===== config.mk =====
export PLATFORM = sky130hd
export DESIGN_NAME = mmio_uart_tx_flat
export DESIGN_NICKNAME = d
export VERILOG_FILES = /design/src/rtl/uart_pkg.sv /design/src/rtl/mmio_uart_tx_if.sv /design/src/rtl/uart_tx_fifo.sv /design/src/rtl/mmio_uart_tx.sv /design/src/flat_wrapper.sv
export SDC_FILE = /design/constraint.sdc
export NUM_CORES = 1
export LEC_CHECK = 0
export ABC_CLOCK_PERIOD_IN_PS = 4050
export CORE_UTILIZATION = 39
export CTS_CLUSTER_SIZE = 24
export DETAILED_ROUTE_END_ITERATION = 6
export PLACE_DENSITY_LB_ADDON = 0.05
export SLEW_MARGIN = 20
export SYNTH_ARGS = -nofsm -noshare
export SYNTH_HDL_FRONTEND = slang
export SYNTH_SLANG_ARGS = --single-unit

===== constraint.sdc =====
create_clock -name clk -period 4.05 [get_ports clk]
set_clock_uncertainty 0.15 [all_clocks]
set_input_delay 0.405 -clock clk [delete_from_list [all_inputs] [get_ports clk]]
set_output_delay 0.405 -clock clk [all_outputs]
set_load 0.1 [all_outputs]

===== src/rtl/uart_pkg.sv =====
// Shared types and constants for the MMIO UART transmitter.
// UART_TX_PARITY_EN adds the PARITY state (8E1 framing).
package uart_pkg;

    typedef enum logic [2:0] {
        StIdle,
        StStart,
        StData,
`ifdef UART_TX_PARITY_EN
        StParity,
`endif
        StStop
    } tx_state_t;

    localparam int unsigned ST_BUSY    = 0;
    localparam int unsigned ST_FULL    = 1;
    localparam int unsigned ST_EMPTY   = 2;
    localparam int unsigned ST_OVF     = 3;
    localparam int unsigned ST_CNT_LSB = 4;

    localparam logic [31:0] DATA_ADDR_DEFAULT   = 32'h4000_0010;
    localparam logic [31:0] STATUS_ADDR_DEFAULT = 32'h4000_0014;

    // STATUS has a 4-bit count field; deeper FIFOs report 15 when fuller than that.
    function automatic logic [3:0] sat_count(input int unsigned c);
        return (c > 15) ? 4'd15 : c[3:0];
    endfunction

endpackage


===== src/rtl/mmio_uart_tx_if.sv =====
// MEM-stage IO bus as seen by the UART: store strobe, address, data and combinational read-back.
interface mmio_uart_tx_if;
    logic [31:0] addr;
    logic [31:0] wdata;
    logic        we;
    logic [31:0] rdata;

    modport master (output addr, output wdata, output we, input rdata);
    modport slave  (input addr, input wdata, input we, output rdata);
endinterface


===== src/rtl/uart_tx_fifo.sv =====
// Synchronous byte FIFO; pointers carry one extra wrap bit to tell full from empty.
module uart_tx_fifo #(
    parameter int unsigned Depth = 8
) (
    input  logic                     clk,
    input  logic                     reset,
    input  logic                     push,
    input  logic                     pop,
    input  logic [7:0]               din,
    output logic [7:0]               dout,
    output logic                     full,
    output logic                     empty,
    output logic [$clog2(Depth):0]   count
);
    localparam int unsigned AW = $clog2(Depth);

    logic [7:0]  mem_q [Depth];
    logic [AW:0] wr_ptr_q, rd_ptr_q;
    logic        push_ok, pop_ok;

    assign empty = (wr_ptr_q == rd_ptr_q);
    assign full  = (wr_ptr_q[AW] != rd_ptr_q[AW]) && (wr_ptr_q[AW-1:0] == rd_ptr_q[AW-1:0]);
    assign count = wr_ptr_q - rd_ptr_q;
    assign dout  = mem_q[rd_ptr_q[AW-1:0]];

    // A pop on the same edge frees the slot being written, so a full push is still accepted.
    assign push_ok = push && (!full || pop);
    assign pop_ok  = pop && !empty;

    always_ff @(posedge clk) begin
        if (!reset) begin
            wr_ptr_q <= '0;
            rd_ptr_q <= '0;
        end else begin
            if (push_ok) wr_ptr_q <= wr_ptr_q + (AW+1)'(1);
            if (pop_ok)  rd_ptr_q <= rd_ptr_q + (AW+1)'(1);
        end
    end

    always_ff @(posedge clk) begin
        if (push_ok) mem_q[wr_ptr_q[AW-1:0]] <= din;
    end

endmodule


===== src/rtl/mmio_uart_tx.sv =====
// Memory-mapped UART transmitter: DATA stores feed a TX FIFO drained by a baud-rate FSM.
// Define UART_TX_PARITY_EN for 8E1 framing; default is 8N1.
module mmio_uart_tx import uart_pkg::*; #(
    parameter int unsigned CLK_HZ      = 50_000_000,
    parameter int unsigned BAUD        = 115_200,
    parameter int unsigned FIFO_DEPTH  = 8,
    parameter logic [31:0] ADDR_DATA   = DATA_ADDR_DEFAULT,
    parameter logic [31:0] ADDR_STATUS = STATUS_ADDR_DEFAULT
) (
    input  logic            clk,
    input  logic            reset,
    mmio_uart_tx_if.slave   bus,
    output logic            tx,
    output logic            busy
);
    localparam int unsigned CLKS_PER_BIT = CLK_HZ / BAUD;
    localparam int unsigned CW           = $clog2(CLKS_PER_BIT);
    localparam int unsigned NW           = $clog2(FIFO_DEPTH) + 1;

    tx_state_t     state_q, state_d;
    logic [CW-1:0] cnt_q, cnt_d;
    logic [2:0]    bit_idx_q, bit_idx_d;
    logic [7:0]    shift_q, shift_d;
    logic          tx_q, tx_d;
    logic          ovf_q, ovf_d;

    logic          push_req, clr_req, ovf_evt, cnt_last;
    logic          fifo_pop, fifo_full, fifo_empty;
    logic [7:0]    fifo_dout;
    logic [NW-1:0] fifo_count;

    assign push_req = bus.we && (bus.addr == ADDR_DATA);
    assign clr_req  = bus.we && (bus.addr == ADDR_STATUS) && bus.wdata[ST_OVF];
    assign ovf_evt  = push_req && fifo_full && !fifo_pop;
    assign cnt_last = (cnt_q == CW'(CLKS_PER_BIT - 1));

    uart_tx_fifo #(
        .Depth (FIFO_DEPTH)
    ) u_fifo (
        .clk   (clk),
        .reset (reset),
        .push  (push_req),
        .pop   (fifo_pop),
        .din   (bus.wdata[7:0]),
        .dout  (fifo_dout),
        .full  (fifo_full),
        .empty (fifo_empty),
        .count (fifo_count)
    );

    // A drop on the same edge as a W1C keeps the flag set.
    always_comb begin
        ovf_d = ovf_q;
        if (clr_req) ovf_d = 1'b0;
        if (ovf_evt) ovf_d = 1'b1;
    end

    // tx_d is the line level for the state being entered, so tx is a clean register output.
    always_comb begin
        state_d   = state_q;
        cnt_d     = cnt_q;
        bit_idx_d = bit_idx_q;
        shift_d   = shift_q;
        tx_d      = tx_q;
        fifo_pop  = 1'b0;
        if (state_q != StIdle) cnt_d = cnt_last ? '0 : cnt_q + CW'(1);
        unique case (state_q)
            StIdle: begin
                tx_d = 1'b1;
                if (!fifo_empty) begin
                    fifo_pop = 1'b1;
                    shift_d  = fifo_dout;
                    cnt_d    = '0;
                    state_d  = StStart;
                    tx_d     = 1'b0;
                end
            end
            StStart: begin
                if (cnt_last) begin
                    bit_idx_d = 3'd0;
                    state_d   = StData;
                    tx_d      = shift_q[0];
                end
            end
            StData: begin
                if (cnt_last) begin
                    if (bit_idx_q == 3'd7) begin
`ifdef UART_TX_PARITY_EN
                        state_d = StParity;
                        tx_d    = ^shift_q;
`else
                        state_d = StStop;
                        tx_d    = 1'b1;
`endif
                    end else begin
                        bit_idx_d = bit_idx_q + 3'd1;
                        tx_d      = shift_q[bit_idx_d];
                    end
                end
            end
`ifdef UART_TX_PARITY_EN
            StParity: begin
                if (cnt_last) begin
                    state_d = StStop;
                    tx_d    = 1'b1;
                end
            end
`endif
            StStop: begin
                if (cnt_last) begin
                    if (!fifo_empty) begin
                        fifo_pop = 1'b1;
                        shift_d  = fifo_dout;
                        state_d  = StStart;
                        tx_d     = 1'b0;
                    end else begin
                        state_d = StIdle;
                        tx_d    = 1'b1;
                    end
                end
            end
            default: begin
                state_d = StIdle;
                cnt_d   = '0;
                tx_d    = 1'b1;
            end
        endcase
    end

    always_ff @(posedge clk) begin
        if (!reset) begin
            state_q   <= StIdle;
            cnt_q     <= '0;
            bit_idx_q <= '0;
            shift_q   <= '0;
            tx_q      <= 1'b1;
            ovf_q     <= 1'b0;
        end else begin
            state_q   <= state_d;
            cnt_q     <= cnt_d;
            bit_idx_q <= bit_idx_d;
            shift_q   <= shift_d;
            tx_q      <= tx_d;
            ovf_q     <= ovf_d;
        end
    end

    assign tx   = tx_q;
    assign busy = (state_q != StIdle) || !fifo_empty;

    always_comb begin
        bus.rdata = '0;
        if (bus.addr == ADDR_STATUS) begin
            bus.rdata[ST_BUSY]           = busy;
            bus.rdata[ST_FULL]           = fifo_full;
            bus.rdata[ST_EMPTY]          = fifo_empty;
            bus.rdata[ST_OVF]            = ovf_q;
            bus.rdata[ST_CNT_LSB +: 4]   = sat_count(32'(fifo_count));
        end
    end

endmodule


===== src/flat_wrapper.sv =====
// flat-port wrapper written by rule: the top's interface ports become plain ports
module mmio_uart_tx_flat import uart_pkg::*;
#(
    parameter int unsigned CLK_HZ      = 50_000_000,
    parameter int unsigned BAUD        = 115_200,
    parameter int unsigned FIFO_DEPTH  = 8,
    parameter logic [31:0] ADDR_DATA   = DATA_ADDR_DEFAULT,
    parameter logic [31:0] ADDR_STATUS = STATUS_ADDR_DEFAULT
)
  (clk, reset, tx, busy, bus_addr, bus_wdata, bus_we, bus_rdata);
  mmio_uart_tx_if bus_i ();
  input  logic clk;
  input  logic reset;
  output logic tx;
  output logic busy;
  input wire logic [$bits(bus_i.addr)-1:0] bus_addr;
  input wire logic [$bits(bus_i.wdata)-1:0] bus_wdata;
  input wire logic [$bits(bus_i.we)-1:0] bus_we;
  output wire logic [$bits(bus_i.rdata)-1:0] bus_rdata;
  assign bus_i.addr = bus_addr;
  assign bus_i.wdata = bus_wdata;
  assign bus_i.we = bus_we;
  assign bus_rdata = bus_i.rdata;
  mmio_uart_tx #(.CLK_HZ(CLK_HZ), .BAUD(BAUD), .FIFO_DEPTH(FIFO_DEPTH), .ADDR_DATA(ADDR_DATA), .ADDR_STATUS(ADDR_STATUS)) u_core (.clk(clk), .reset(reset), .bus(bus_i), .tx(tx), .busy(busy));
endmodule

* After elaboration in Yosys (flattened, before gate mapping)
Memory sizes are Yosys's and may differ from the RTL's. A register that Yosys moved wholly into a read port is not among the register bits.
Cells that the tools add are included.
** Word-level totals
- Output and inout port bits :: 34
- Bits in writable memories :: 64
- Bits in registers :: 33
- Memories kept :: 1
** Memory list
- u_core.u_fifo.mem_q :: words 8, bits a word 8, read ports 1, clocked after memory_dff 1, write ports 1, RTL line uart_tx_fifo.sv:17 : logic [7:0] mem_q [Depth];
** Cells by class
- $lt $le $gt $ge :: 1
- Reductions and logical operators :: 23
- Add/sub/neg operators :: 5
- Mux-type cells :: 36
- Equal/unequal tests :: 16
** Operator list (number)
- $eq 32x31->1 const B :: 2
- $mux 3 :: 10
- $mux 9 :: 3
- $mux 8 :: 3
- $pmux 9 s2 :: 1
- $pmux 8 s2 :: 1
- $mux 1 :: 13
- $pmux 3 s4 :: 1
- $add 9x1->9 const B :: 1
- $eq 9x9->1 const B :: 1
- $add 4x1->4 const B :: 2
- $logic_and 1x1->1 :: 8
- $ne 2x1->1 const B :: 4
- $eq 3x2->1 const B :: 2
- $pmux 3 s2 :: 1
- $reduce_bool 2->1 :: 3
- $reduce_and 5->1 :: 1
- $eq 4x4->1 :: 1
- $lt 3x4->1 const B :: 1
- $ne 2x2->1 const B :: 2
- $pmux 1 s4 :: 1
- $reduce_and 4->1 :: 1
- $sub 4x4->4 :: 1
- $add 3x1->3 const B :: 1
- 13 further kinds :: 16

* Longest topological paths before layout
- Depth after elaboration :: 8
- Gate-level depth with buffers :: 9
- Depth with buffers taken out :: 9

* By module
A second synthesis with hierarchy kept.
** Second synthesis, totals
- Cell total of the unflattened synthesis :: 363
- Area total of the unflattened synthesis :: 4768.3 µm²
** By module, submodules not included
- uart_tx_fifo :: instances 1, area each 3113.0 µm², cells an instance 169, seq. area each 2142.1 µm²
- mmio_uart_tx :: instances 1, area each 1655.3 µm², cells an instance 194, seq. area each 480.5 µm²

* Worst setup path after synthesis
Ideal clock, no wire load.
- Path type :: register to output
- From :: reg u_core.u_fifo.wr_ptr_q[0]
- To :: out bus_rdata[6]
- Data required time :: 3495 ps
- Stages on the path, launching flop included :: 6
- Arrival time :: 2563 ps
- Slack :: 932 ps
- Cell sequence :: dfxtp_1 inv_1 ha_1 fa_1 xor2_1 nor2_1
** On the way
- Word-level cells in the longest chain between the ends :: 2
** Ends and longest elaborated chain
- from (decl) :: RTL line uart_tx_fifo.sv:18 : logic [AW:0] wr_ptr_q, rd_ptr_q;
- from (signal assigned) :: RTL line uart_tx_fifo.sv:35 : if (push_ok) wr_ptr_q <= wr_ptr_q + (AW+1)'(1);
- $sub 4x4->4 :: RTL line uart_tx_fifo.sv:23 : assign count = wr_ptr_q - rd_ptr_q;
- $mux 8 :: RTL line mmio_uart_tx.sv:153 : if (bus.addr == ADDR_STATUS) begin
- to (decl) :: RTL line flat_wrapper.sv:19 : output wire logic [$bits(bus_i.rdata)-1:0] bus_rdata;
No other way between the ends.

* Worst setup path in the final report
- From :: reg u_core.u_fifo.wr_ptr_q[0]
- To :: mem u_core.u_fifo.mem_q[0][4], enable pin
** On the way
- Word-level cells in the longest chain between the ends :: 8
- Elaborated cells on any way between the ends :: 11
- Those cells by class :: eq/ne (2); mux (5); reduce/logical (4)
** Ends and longest elaborated chain
- $eq 4x4->1 :: RTL line uart_tx_fifo.sv:21 : assign empty = (wr_ptr_q == rd_ptr_q);
- $mux 1 :: RTL line mmio_uart_tx.sv:70, mmio_uart_tx.sv:111
- $mux 1 :: RTL line mmio_uart_tx.sv:110 : if (cnt_last) begin
- $pmux 1 s2 :: RTL line mmio_uart_tx.sv:67 : unique case (state_q)
- $logic_or 1x1->1 :: RTL line uart_tx_fifo.sv:27 : assign push_ok = push && (!full || pop);
- $logic_and 1x1->1 :: RTL line uart_tx_fifo.sv:27
- $mux 1 :: RTL line uart_tx_fifo.sv:41 : if (push_ok) mem_q[wr_ptr_q[AW-1:0]] <= din;
- $mux 1 (not written as such) :: RTL line uart_tx_fifo.sv:41
- to (decl) :: RTL line uart_tx_fifo.sv:17
Parallel ways exist; a longest one is shown, timed or not.

==> reports/metrics.csv <==
stage,metric,value,unit
global_routing,globalRouteOverflowTotal,0,
final_layout,area_delta_synth_final,18.3,%
setup_path,required,3.89,ns
final_layout,drive_above_1_share,0.152,
timing,tightest_slew,0.964,ns
die,die_area,12600,µm²
power_and_ir_drop,power,2350,µW
timing,slew_headroom,0.355,
clock_network,cts.sinks,99,
route,antenna_left,0,
power_and_ir_drop,vdd_drop_max,0.210,mV
timing,rsz0062_at_grt,false,
timing,fmax,298,MHz
synth,yosysTopAreaCell,edfxtp_1,
clock_network,cts_resized,0,
synth,syn_area,4740,µm²
die,core,11600,µm²
power_and_ir_drop,p_leak,0.00199,µW
setup_path,r2r_cells,7,
synth,ys_seq_area_frac,0.553,
route,routedWlPerCell,16.8,µm
die,io_pins,101,
setup_path,arrival,3.20,ns
global_routing,grtUsageTotal,0.165,
route,vias_per_cell,5.18,
route,drt_pass1_iterations,7,
setup_path,r2r_slack,0.69,ns
clock_network,root_buffer,clkbuf_16,
die,die_w,112,µm
job,cap_violations,0,
global_routing,globalRouteMet1Util,0.227,
setup_path,r2r_end,u_core.u_fifo.mem_q[0][4],
synth,ys.flop_type,edfxtp_1,
synth,synth_edf_count,64,
setup_path,endpoint,u_core.u_fifo.mem_q[0][4],
timing,slew_violations,0,
synth,synth.area.top_cells,"edfxtp_1 41%, dfxtp_1 15%, mux4_2 8.5%",
synth,syn_inst,363,
clock_network,cts_max_level,3,
setup_path,path_class,reg2reg,
route,vias,2926,
timing,setup_total_negative_slack,0,ns
die,die_h,112,µm
synth,synth_top_cells_by_count,"64 x edfxtp_1, 35 x dfxtp_1, 31 x nand2_1, 25 x buf_4, 18 x mux4_2",
clock_network,cts.hold.buffers_added,0,
final_layout,n_antenna_cell,0,
clock_network,cts_tree,built,
route,drc,3,
timing,fin_crit_sh,0.829,
die,fp-row-count,39,
run_status,status,"complete, but fails checks",
power_and_ir_drop,power_density,419,nW/µm²
final_layout,fin_cells,565,
placed_design,dp_hpwl,6600,µm
route,drt-initial-drc-count,171,
clock_network,cts_setup_buffers,0,
timing,timing.final.setup_violations,0,
placed_design,place_inst,549,
setup_path,end_kind,flip-flop,
run_status,violations,DRC,
synth,postSynthAreaPerCell,13.1,µm²
timing,finalHoldViolations,0,
global_routing,grt.busiest_layer,met2,
die,initial_core_util,0.408,
global_routing,grt_pass1_wl,15400,µm
setup_path,startpoint,u_core.u_fifo.wr_ptr_q[0],
clock_network,clockBufferDepth,2,
clock_network,clk-insertion-delay-late,0.35,ns
global_routing,antenna_found_initial,0,
synth,ys_warn_count,0,
timing,finalCriticalPeriod,3.36,ns
placed_design,portBuffers,52,
final_layout,final_util,0.483,
clock_network,path_clk_slew,0.07,ns
global_routing,grt_pass1_vias,2920,
setup_path,cp-start-kind,flip-flop,
placed_design,gp_congestion,0.735,
global_routing,grt_max_degree,29,
synth,synth_seq_cells,99,
global_routing,grtUsageMet3,0.0351,
clock_network,cts-buffers-inserted,9,
synth,yosys.area.top_type_share,0.405,
synth,synth_most_common_cell,edfxtp_1,
synth,synth_cell_types,52,
setup_path,critPathMaxFanout,10,
synth,synthArstFlopShare,0,
route,routed_wl,9470,µm
worst_hold_path,hp-class,reg2reg,
setup_path,reg2reg_from,u_core.u_fifo.wr_ptr_q[0],
global_routing,gr-usage-met2,0.255,
final_layout,finish.net_count,498,
[state kept, by name (all words and copies together), names as in the netlist, named ones only]
register / cells
u_core.bit_idx_q: 3
u_core.cnt_q: 9
u_core.shift_q: 8
u_core.u_fifo.rd_ptr_q: 4
u_core.u_fifo.wr_ptr_q: 4
u_core.state_q: 2
u_core.ovf_q: 1
u_core.u_fifo.mem_q: 64
u_core.tx: 1
[worst min-delay path by stage]
| stage | end | slack (ns) | cells past startpoint | from |
|---|---|---|---|---|
| after CTS | u_core.bit_idx_q[2] | 0.35 | 2 | u_core.bit_idx_q[2] |
| final | u_core.shift_q[7] | 0.35 | 1 | u_core.shift_q[7] |
| after global routing | u_core.shift_q[3] | 0.37 | 1 | u_core.shift_q[3] |
| after detailed placement | u_core.shift_q[7] | 0.33 | 1 | u_core.shift_q[7] |
| after floorplan | u_core.bit_idx_q[1] | 0.31 | 2 | u_core.bit_idx_q[1] |
| after global placement | u_core.bit_idx_q[2] | 0.33 | 2 | u_core.bit_idx_q[2] |
[kinds of logic after synthesis]
logic type	Yosys count	synth area share
other	1	0.000791
buffers and inverters	50	0.0617
XOR/XNOR	8	0.0148
AND/OR/NAND/NOR	112	0.136
flip-flops	99	0.553
AO/OA/AOI/OAI	45	0.0762
multiplexers	34	0.119
adder cells (fa/ha/maj)	14	0.0385
[routing by layer]
layer / wire (µm) / vias up / part of all wire
met5: 0 / - / 0
met4: 149 / 0 / 0.016
met3: 368 / 11 / 0.039
met2: 4400 / 61 / 0.46
met1: 4560 / 1429 / 0.48
li1: - / 1425 / -
[cell usage in the layout (no fill, tap or decap), drive strengths merged, types with 3 or more instances in the layout]
cell type / synthesis / routed
xor2: 3 / 3
and4: 3 / 3
and2: 5 / 5
conb: 1 / 24
clkdlybuf4s50: 0 / 43
ha: 13 / 13
nand4: 3 / 3
nor3: 6 / 6
nand3: 8 / 8
dfxtp: 35 / 35
nor2: 16 / 16
o21ai: 10 / 10
nor4b: 6 / 6
nand2: 31 / 31
nor2b: 6 / 6
buf: 31 / 15
o211a: 8 / 8
nor4: 7 / 7
a21oi: 8 / 8
a21boi: 9 / 9
mux4: 18 / 18
clkbuf: 7 / 10
inv: 12 / 15
xnor2: 5 / 5
and3: 7 / 7
edfxtp: 64 / 64
mux2i: 15 / 15
[where the power goes]
part           total [µW]  switching [µW]  internal, µW  leakage, µW
clock                 889             387           502     0.000155
sequential           1100            12.3          1080     0.000857
combinational         366             260           106     0.000978
[cell type report]
cell class	instances	area, µm²
fill	1036	6000
multi-input combinational	237	1910
timing repair buffer	58	543
clock inverter	6	68.8
tap	143	179
sequential	99	2620
inverter	12	45.0
clock buffer	10	239
[worst max-delay path: stages (launching register included)]
cell and delay [ns]:
dfxtp_1 0.47, inv_1 0.18, ha_1 0.36, and3_1 0.26, a211oi_2 0.41, a21oi_2 0.14
and3b_1 0.43, and3b_1 0.58
[through the flow]
step | instance area, µm² | setup slack [ns] | hold slack, ns
after floorplan | 4830 | 0.932 | 0.309
after global placement | 5300 | 0.732 | 0.327
after detailed placement | 5300 | 0.648 | 0.334
after CTS | 5610 | 0.653 | 0.351
after global routing | 5610 | 0.471 | 0.369
final | 5610 | 0.694 | 0.349
(Power assumes the default switching activity.)
